===== config.mk =====
export PLATFORM = sky130hd
export DESIGN_NAME = cascade_stage_evaluator_flat
export DESIGN_NICKNAME = d
export VERILOG_FILES = /design/src/rtl/cascade_stage_evaluator_if.sv /design/src/rtl/cascade_stage_evaluator.sv /design/src/flat_wrapper.sv
export SDC_FILE = /design/constraint.sdc
export NUM_CORES = 1
export LEC_CHECK = 0
export ABC_AREA = 1
export CORE_MARGIN = 4
export CORE_UTILIZATION = 30
export DETAILED_ROUTE_END_ITERATION = 10
export HOLD_SLACK_MARGIN = 0.15
export RECOVER_POWER = 25
export REMOVE_ABC_BUFFERS = 1
export SLEW_MARGIN = 20
export SYNTH_ARGS = -nofsm -noshare
export SYNTH_HDL_FRONTEND = slang
export SYNTH_SLANG_ARGS = --single-unit

===== constraint.sdc =====
create_clock -name clk -period 4 [get_ports clk]
set_clock_uncertainty 0.1 [all_clocks]
set_input_delay 0.4 -clock clk [delete_from_list [all_inputs] [get_ports clk]]
set_output_delay 0.4 -clock clk [all_outputs]
set_load 0.005 [all_outputs]

===== src/rtl/cascade_stage_evaluator_if.sv =====
// Vote stream and stage-threshold ROM bus between the weak-classifier array,
// the threshold ROM and the cascade stage evaluator.
interface cascade_stage_evaluator_if #(
   parameter int ACC_W = 24
);
   logic             vote_valid;
   logic             vote_ready;
   logic [ACC_W-1:0] vote_value;
   logic             vote_last;
   logic [4:0]       stage_addr;
   logic [ACC_W-1:0] thr_in;

   modport master (
      output vote_valid, vote_value, vote_last, thr_in,
      input  vote_ready, stage_addr
   );

   modport slave (
      input  vote_valid, vote_value, vote_last, thr_in,
      output vote_ready, stage_addr
   );
endinterface


===== src/rtl/cascade_stage_evaluator.sv =====
// Per-window Haar cascade stage engine: sums weak-classifier votes per stage,
// compares against the ROM threshold and walks stages until reject or face.
module cascade_stage_evaluator #(
   parameter int NUM_STAGES  = 22,
   parameter int FIRST_STAGE = 1,
   parameter int ACC_W       = 24
) (
   input  logic                       clk,
   input  logic                       rst,
   input  logic                       start,
   cascade_stage_evaluator_if.slave   vbus,
   output logic                       busy,
   output logic                       done,
   output logic                       face,
   output logic [4:0]                 reject_stage
);

   localparam logic [4:0] ADDR_FIRST = 5'(FIRST_STAGE);
   localparam logic [4:0] ADDR_LAST  = 5'(FIRST_STAGE + NUM_STAGES - 1);

   typedef enum logic [2:0] {
      S_IDLE,
      S_LOAD,
      S_ACCUM,
      S_CMP,
      S_DONE
   } state_t;

   state_t           state_q, state_d;
   logic [ACC_W-1:0] acc_q, acc_d;
   logic [4:0]       addr_q, addr_d;
   logic             face_q, face_d;
   logic [4:0]       reject_q, reject_d;
   logic [ACC_W:0]   sum;
   logic             ready;

   always_ff @(posedge clk or posedge rst) begin
      if (rst) begin
         state_q  <= S_IDLE;
         acc_q    <= '0;
         addr_q   <= ADDR_FIRST;
         face_q   <= 1'b0;
         reject_q <= '0;
      end else begin
         state_q  <= state_d;
         acc_q    <= acc_d;
         addr_q   <= addr_d;
         face_q   <= face_d;
         reject_q <= reject_d;
      end
   end

   always_comb begin
      state_d  = state_q;
      acc_d    = acc_q;
      addr_d   = addr_q;
      face_d   = face_q;
      reject_d = reject_q;
      ready    = 1'b0;
      busy     = 1'b0;
      done     = 1'b0;
      // One extra carry bit detects overflow so the sum clamps instead of wrapping.
      sum      = {1'b0, acc_q} + {1'b0, vbus.vote_value};

      unique case (state_q)
         S_IDLE: begin
            if (start) begin
               acc_d    = '0;
               addr_d   = ADDR_FIRST;
               face_d   = 1'b0;
               reject_d = '0;
               state_d  = S_LOAD;
            end
         end
         S_LOAD: begin
            busy    = 1'b1;
            state_d = S_ACCUM;
         end
         S_ACCUM: begin
            busy  = 1'b1;
            ready = 1'b1;
            if (vbus.vote_valid) begin
               acc_d = sum[ACC_W] ? '1 : sum[ACC_W-1:0];
               if (vbus.vote_last) begin
                  state_d = S_CMP;
               end
            end
         end
         S_CMP: begin
            busy = 1'b1;
            if (acc_q >= vbus.thr_in) begin
               if (addr_q == ADDR_LAST) begin
                  face_d   = 1'b1;
                  reject_d = '0;
                  state_d  = S_DONE;
               end else begin
                  addr_d  = addr_q + 5'd1;
                  acc_d   = '0;
                  state_d = S_LOAD;
               end
            end else begin
               face_d   = 1'b0;
               reject_d = addr_q - ADDR_FIRST + 5'd1;
               state_d  = S_DONE;
            end
         end
         S_DONE: begin
            busy    = 1'b1;
            done    = 1'b1;
            state_d = S_IDLE;
         end
         default: state_d = S_IDLE;
      endcase
   end

   assign vbus.vote_ready = ready;
   assign vbus.stage_addr = addr_q;
   assign face            = face_q;
   assign reject_stage    = reject_q;

endmodule

===== src/flat_wrapper.sv =====
// flat-port wrapper written by rule: the top's interface ports become plain ports
module cascade_stage_evaluator_flat 
#(
   parameter int NUM_STAGES  = 22,
   parameter int FIRST_STAGE = 1,
   parameter int ACC_W       = 24
)
  (clk, rst, start, busy, done, face, reject_stage, vbus_vote_valid, vbus_vote_value, vbus_vote_last, vbus_thr_in, vbus_vote_ready, vbus_stage_addr);
  cascade_stage_evaluator_if #(.ACC_W(ACC_W)) vbus_i ();
  input  logic clk;
  input  logic rst;
  input  logic start;
  output logic busy;
  output logic done;
  output logic face;
  output logic [4:0] reject_stage;
  input wire logic [$bits(vbus_i.vote_valid)-1:0] vbus_vote_valid;
  input wire logic [$bits(vbus_i.vote_value)-1:0] vbus_vote_value;
  input wire logic [$bits(vbus_i.vote_last)-1:0] vbus_vote_last;
  input wire logic [$bits(vbus_i.thr_in)-1:0] vbus_thr_in;
  output wire logic [$bits(vbus_i.vote_ready)-1:0] vbus_vote_ready;
  output wire logic [$bits(vbus_i.stage_addr)-1:0] vbus_stage_addr;
  assign vbus_i.vote_valid = vbus_vote_valid;
  assign vbus_i.vote_value = vbus_vote_value;
  assign vbus_i.vote_last = vbus_vote_last;
  assign vbus_i.thr_in = vbus_thr_in;
  assign vbus_vote_ready = vbus_i.vote_ready;
  assign vbus_stage_addr = vbus_i.stage_addr;
  cascade_stage_evaluator #(.NUM_STAGES(NUM_STAGES), .FIRST_STAGE(FIRST_STAGE), .ACC_W(ACC_W)) u_core (.clk(clk), .rst(rst), .start(start), .vbus(vbus_i), .busy(busy), .done(done), .face(face), .reject_stage(reject_stage));
endmodule

==> impl_metrics.json, run 1 <==
{
  "status": "finished with violations",
  "violations": "max-capacitance violations, max-slew violations",
  "n_fill_cell": 1522,
  "track_usage_pct": 14.3,
  "multiInputGateArea_um2": 2720,
  "synthCells": 702,
  "rows": 43,
  "die-area_um2": 16100,
  "clock-sinks": 38,
  "vias": 4092,
  "power.total_uw": 3010,
  "fin_cells": 952,
  "cts_resized": 0,
  "diodes": 0,
  "syn_to_final_growth_pct": 23.4,
  "io_buffers": 66,
  "leakagePower_uw": 0.00316,
  "setup_ws_ns": 1.36,
  "crit_required_ns": 3.87,
  "grt_pass1_wl_um": 18900,
  "clk_transition_reported_paths_ns": 0.06,
  "cts_buffers": 5,
  "placed_area_um2": 5080,
  "cts-root-buf": "clkbuf_16",
  "reg2reg_setup_slack_ns": 1.57,
  "cts_tree": "built",
  "hold_violations": 0,
  "grt_max_degree": 39,
  "clk_latency_ns": 0.29,
  "hold_end": "u_core.reject_stage[1]",
  "worst_setup_path_start_kind": "input pin",
  "yosysWarningCount": 0,
  "synth_seq_cells": 38,
  "holdPathStages": 2,
  "r2r-start": "u_core.acc_q[0]",
  "synth.distinct_cells": 31,
  "ctsHoldBuffers": 0,
  "synth_area_um2": 4230,
  "finalCriticalPeriod_ns": 2.64,
  "period_share_pct": 66.0,
  "clk_path_buf_depth": 2,
  "preCtsSetupSlack_ns": 1.08,
  "min_from": "u_core.reject_stage[1]",
  "drc": 0,
  "hp-class": "reg -> reg",
  "power.density_nw_per_um2": 578,
  "wl_per_cell_um": 11.7,
  "r2r_end": "u_core.acc_q[19]",
  "drive_gt1_share_pct": 4.27,
  "ant_nets": 0,
  "timing.fmax_ghz": 0.379,
  "cts_setup_buffers": 0,
  "seqCellArea_um2": 952,
  "viasPerCell": 4.30,
  "syn_avg_cell_area_um2": 6.03,
  "core-area_um2": 13800,
  "grt_remaining_overflow": 0,
  "design_area_um2": 5220,
  "grt_pass1_vias": 3943,
  "arrival_ns": 2.51,
  "fp.dieH_um": 127,
  "drtIter0Drc": 170,
  "crit_fanout": 38,
  "vdd_drop_max_v": 0.000236,
  "cap_violations": 1,
  "dp.cells": 944,
  "place_hpwl_um": 9100,
  "r2r_cells": 12,
  "drt_wl_total_um": 11100,
  "slew_headroom_pct": -40.9,
  "setup_tns_ns": 0,
  "initial_utilization_pct": 30.6,
  "ioPinCount": 67,
  "grt_antenna_before_repair": 0,
  "end_kind": "asynchronous set/reset pin",
  "h-tree-depth": 2,
  "slew_violations": 39,
  "nNetsFinal": 875,
  "gp_congestion": 0.910,
  "rsz0062_at_grt": "false",
  "setup_viol": 0,
  "crit_type": "in -> async",
  "drtPass1Iterations": 4,
  "tightest_slew_ns": 2.11,
  "yosysSeqAreaShare_pct": 22.5,
  "fp.dieW_um": 127
}
sequential cells by signal (all words and copies together), names as in the netlist:
name / cells
u_core.vbus.stage_addr: 5
u_core.reject_stage: 5
u_core.state_q: 3
u_core.face: 1
u_core.acc_q: 24
synth_stat cells:
| library cell | count | share of area [%] |
|---|---|---|
| buf_2 | 2 | 0.24 |
| inv_2 | 3 | 0.27 |
| xnor2_1 | 5 | 1.0 |
| a21o_1 | 2 | 0.35 |
| nand3_2 | 8 | 1.9 |
| nand3_1 | 34 | 4.0 |
| nor2_4 | 1 | 0.27 |
| o21ai_1 | 1 | 0.12 |
| fa_1 | 1 | 0.47 |
| xor2_1 | 8 | 1.7 |
| buf_8 | 1 | 0.35 |
| nand2_4 | 1 | 0.27 |
| o21bai_1 | 1 | 0.18 |
| nor2_2 | 4 | 0.59 |
| buf_4 | 2 | 0.35 |
| dfrtp_1 | 37 | 22 |
| a21oi_1 | 22 | 2.6 |
| nand3b_1 | 2 | 0.35 |
| o21ai_4 | 1 | 0.38 |
| nand4_1 | 8 | 1.2 |
| nand2_1 | 304 | 27 |
| o21ai_0 | 12 | 1.4 |
| dfstp_2 | 1 | 0.62 |
| and2_1 | 2 | 0.30 |
| nand2_2 | 4 | 0.59 |
| nor3b_1 | 1 | 0.18 |
| ha_1 | 50 | 15 |
| or2_4 | 1 | 0.21 |
| inv_1 | 135 | 12 |
| nor2_1 | 46 | 4.1 |
| o21ai_2 | 2 | 0.41 |
critical path, cell delays in order:
cell and delay (ns):
dlygate4sd3_1 0.53, inv_1 0.05, clkbuf_1 1.50
placed cells by master, fill, tap and decap left out, types with 3 or more instances in the layout:
master / n
nand2_1: 304
inv_1: 135
clkdlybuf4s50_1: 65
ha_1: 50
nor2_1: 46
dfrtp_1: 37
nand3_1: 34
a21oi_1: 22
o21ai_0: 12
nand4_1: 8
nand3_2: 8
xor2_1: 8
xnor2_1: 5
clkbuf_16: 5
nor2_2: 4
nand2_2: 4
inv_2: 3
power by group:
group,internal (uW),switching [uW]
clock,229,163
sequential,524,138
combinational,739,1220
total,1490,1520
final cells by class:
type | count | share of cell area [%]
multi-input cells | 521 | 52.1
flip-flops and latches | 38 | 18.2
repair buffers | 67 | 12.7
inverters | 138 | 9.92
well taps | 180 | 4.31
clock buffers | 6 | 2.47
clock inverters | 2 | 0.192
worst max path at each step:
stage,startpoint,end,slack (ns),depth (start not counted)
floorplan,vbus_vote_value[0],u_core.acc_q[19],1.82,12
global placement,vbus_vote_value[0],u_core.acc_q[19],1.16,13
detailed placement,vbus_vote_value[0],u_core.acc_q[19],1.08,13
CTS,vbus_vote_value[0],u_core.acc_q[19],1.39,13
global route,rst,u_core.acc_q[9],0.85,3
finish,rst,u_core.acc_q[4],1.36,3
cell families (layout without fill, tap and decap cells):
kind of cell	Yosys count	count (layout)	share of synthesized area (%)
and+or+nand+nor	416	416	40.9
AOI/OAI and AO/OA	41	41	5.47
xor gates and xnor gates	13	13	2.69
buffers and inverters	143	213	13.2
adders and majority gates	51	51	15.3
DFF	38	38	22.5
per-stage QoR:
stage	hold slack, ns	utilization [%]
floorplan	0.362	-
global placement	0.355	36.8
detailed placement	0.362	36.8
CTS	0.377	37.8
global route	0.393	37.8
finish	0.373	37.8
per-layer routing:
layer / vias up / wire length [um] / track usage, %
li1: 2267 / - / -
met1: 1751 / 5700 / 20.1
met2: 66 / 4860 / 23.6
met3: 8 / 443 / 1.60
met4: 0 / 116 / 3.34
met5: - / 0 / 0
No activity file was read; power rests on OpenSTA's default activity.
==> run 2: changes to the inputs <==
- clock period: 4 -> 2.6 ns (I/O delays scaled with it)
==> run 2 against run 1 <==
Net effect: final cell count up 1.3%; critical path depth grew 8; global-route usage shrank 0.14 points; hold slack lost 0.0031 ns; via count rose by 1.1%; clock-buffer cell count stayed put; the run now ends clean; flip-flop and latch count did not move; sequential share of layout area fell by 0.56 points; routed wire length is 0.13% lower.
==> impl_metrics.json, run 2 (synthesis results as in run 1) <==
{
  "status": "finished, final reports clean",
  "slew_violations": 0,
  "crit_type": "in -> reg",
  "top_register": "u_core.acc_q",
  "end_kind": "flop",
  "crit_buf_inv": 1,
  "clock-sinks": 38,
  "track_usage_pct": 14.2,
  "crit_start": "vbus_vote_value[0]",
  "n_fill_cell": 1473,
  "ctsHoldBuffers": 0,
  "fp.dieW_um": 127,
  "syn_to_final_growth_pct": 27.2,
  "cts_tree": "built",
  "drc": 0,
  "die-area_um2": 16100,
  "seqCellArea_um2": 952,
  "dp.cells": 956,
  "grt_antenna_before_repair": 0,
  "ioPinCount": 67,
  "timing.fmax_ghz": 0.436,
  "crit_required_ns": 2.68,
  "finalCriticalPeriod_ns": 2.29,
  "cts_setup_buffers": 0,
  "r2r_end": "u_core.acc_q[1]",
  "final_util_pct": 38.9,
  "reg2reg_setup_slack_ns": 0.32,
  "layout_common_cells": "nand2_1, inv_1, clkdlybuf4s50_1",
  "rsz0062_at_grt": "false",
  "drtIter0Drc": 189,
  "grt_pass1_wl_um": 18900,
  "h-tree-depth": 2,
  "drtPass1Iterations": 4,
  "rows": 43,
  "viasPerCell": 4.29,
  "wl_per_cell_um": 11.5,
  "clk_latency_ns": 0.29,
  "cp_common_cell": "nand2_1",
  "io_buffers": 66,
  "place_hpwl_um": 9240,
  "vdd_drop_max_v": 0.000319,
  "core-area_um2": 13800,
  "ant_nets": 0,
  "slew_headroom_pct": 34.4,
  "cts-root-buf": "clkbuf_16",
  "worst_setup_path_start_kind": "input pin",
  "preCtsSetupSlack_ns": -0.00908,
  "clk_path_buf_depth": 2,
  "leakagePower_uw": 0.00325,
  "min_from": "u_core.reject_stage[1]",
  "cts_resized": 0,
  "max_stage_delay_ns": 0.42,
  "crit_fanout": 9,
  "grt_max_degree": 39,
  "design_area_um2": 5380,
  "multiInputGateArea_um2": 2720,
  "hp-class": "reg -> reg",
  "r2r_cells": 10,
  "hold_end": "u_core.reject_stage[1]",
  "grt_remaining_overflow": 0,
  "holdPathStages": 2,
  "power.total_uw": 5010,
  "final_common_cell": "nand2_1",
  "initial_utilization_pct": 30.6,
  "vias": 4135,
  "setup_ws_ns": 0.307,
  "drt_wl_total_um": 11100,
  "r2r-start": "u_core.acc_q[0]",
  "crit_chain": "clkdlybuf4s50_1 > ha_1 > fa_1 > nand2_1 > nand3_2 > nand2_4 > o21ai_4 > nand2_2 > nand3_1 > o21ai_0 > nand2_1",
  "cap_violations": 0,
  "tightest_slew_ns": 0.984,
  "hold_violations": 0,
  "period_share_pct": 88.2,
  "largest_reg_flops": 24,
  "nNetsFinal": 887,
  "critPathTopFamily": "simple AND/OR/NAND/NOR gates",
  "drive_gt1_share_pct": 5.99,
  "clk_transition_reported_paths_ns": 0.06,
  "arrival_ns": 2.37,
  "fp.dieH_um": 127,
  "cts_buffers": 5,
  "setup_viol": 0,
  "cpMaxStageDelayCell": "clkdlybuf4s50_1",
  "power.density_nw_per_um2": 931,
  "fin_cells": 964,
  "grt_pass1_vias": 3980,
  "gp_congestion": 0.898,
  "placed_area_um2": 5190,
  "diodes": 0
}
## run 2: changes by cell type in the layout (fill, tap and decap cells not counted)
cell | before | now
clkbuf_2 | 0 | 1
bufinv_16 | 0 | 2
buf_4 | 0 | 11
clkbuf_1 | 2 | 0
clkbuf_8 | 0 | 1
clkinv_2 | 2 | 0
buf_12 | 0 | 1
## run 2: report_power, final
group,switching [uW],total [uW],internal (uW)
clock,247,823,576
combinational,1920,3180,1260
sequential,207,1010,807
## run 2: worst max-delay path by stage
stage	depth (start not counted)	slack [ns]	to
final	11	0.31	u_core.acc_q[1]
after global routing	11	0.17	u_core.acc_q[0]
after CTS	11	0.31	u_core.acc_q[1]
after detailed placement	11	-0.009	u_core.acc_q[1]
after global placement	11	0.08	u_core.acc_q[1]
after floorplan	12	0.45	u_core.acc_q[19]
## run 2: metal layers
metal / global-route usage (%) / wire (um)
met4: 4.29 / 211
met5: 0 / 0
met1: 20.6 / 5910
met3: 2.02 / 361
met2: 21.8 / 4620
## run 2: worst min-delay path, cell delays in order, from the launching register on
cell     delay [ns]
dfrtp_1        0.34
nand2_1        0.05
nand2_1        0.05
## run 2: metrics by stage
stage	hold WS (ns)	TNS [ns]
global route	0.398	0
CTS	0.325	0
floorplan	0.352	0
finish	0.370	0
global placement	0.359	0
detailed placement	0.364	-0.00908
## run 2: cell type report
class | count | area share (%)
clock inverter | 2 | 1.12
clock buffer | 6 | 2.58
inverter | 138 | 9.62
timing repair buffer | 79 | 14.3
multi-input combinational | 521 | 50.5
sequential | 38 | 17.7
tap | 180 | 4.18
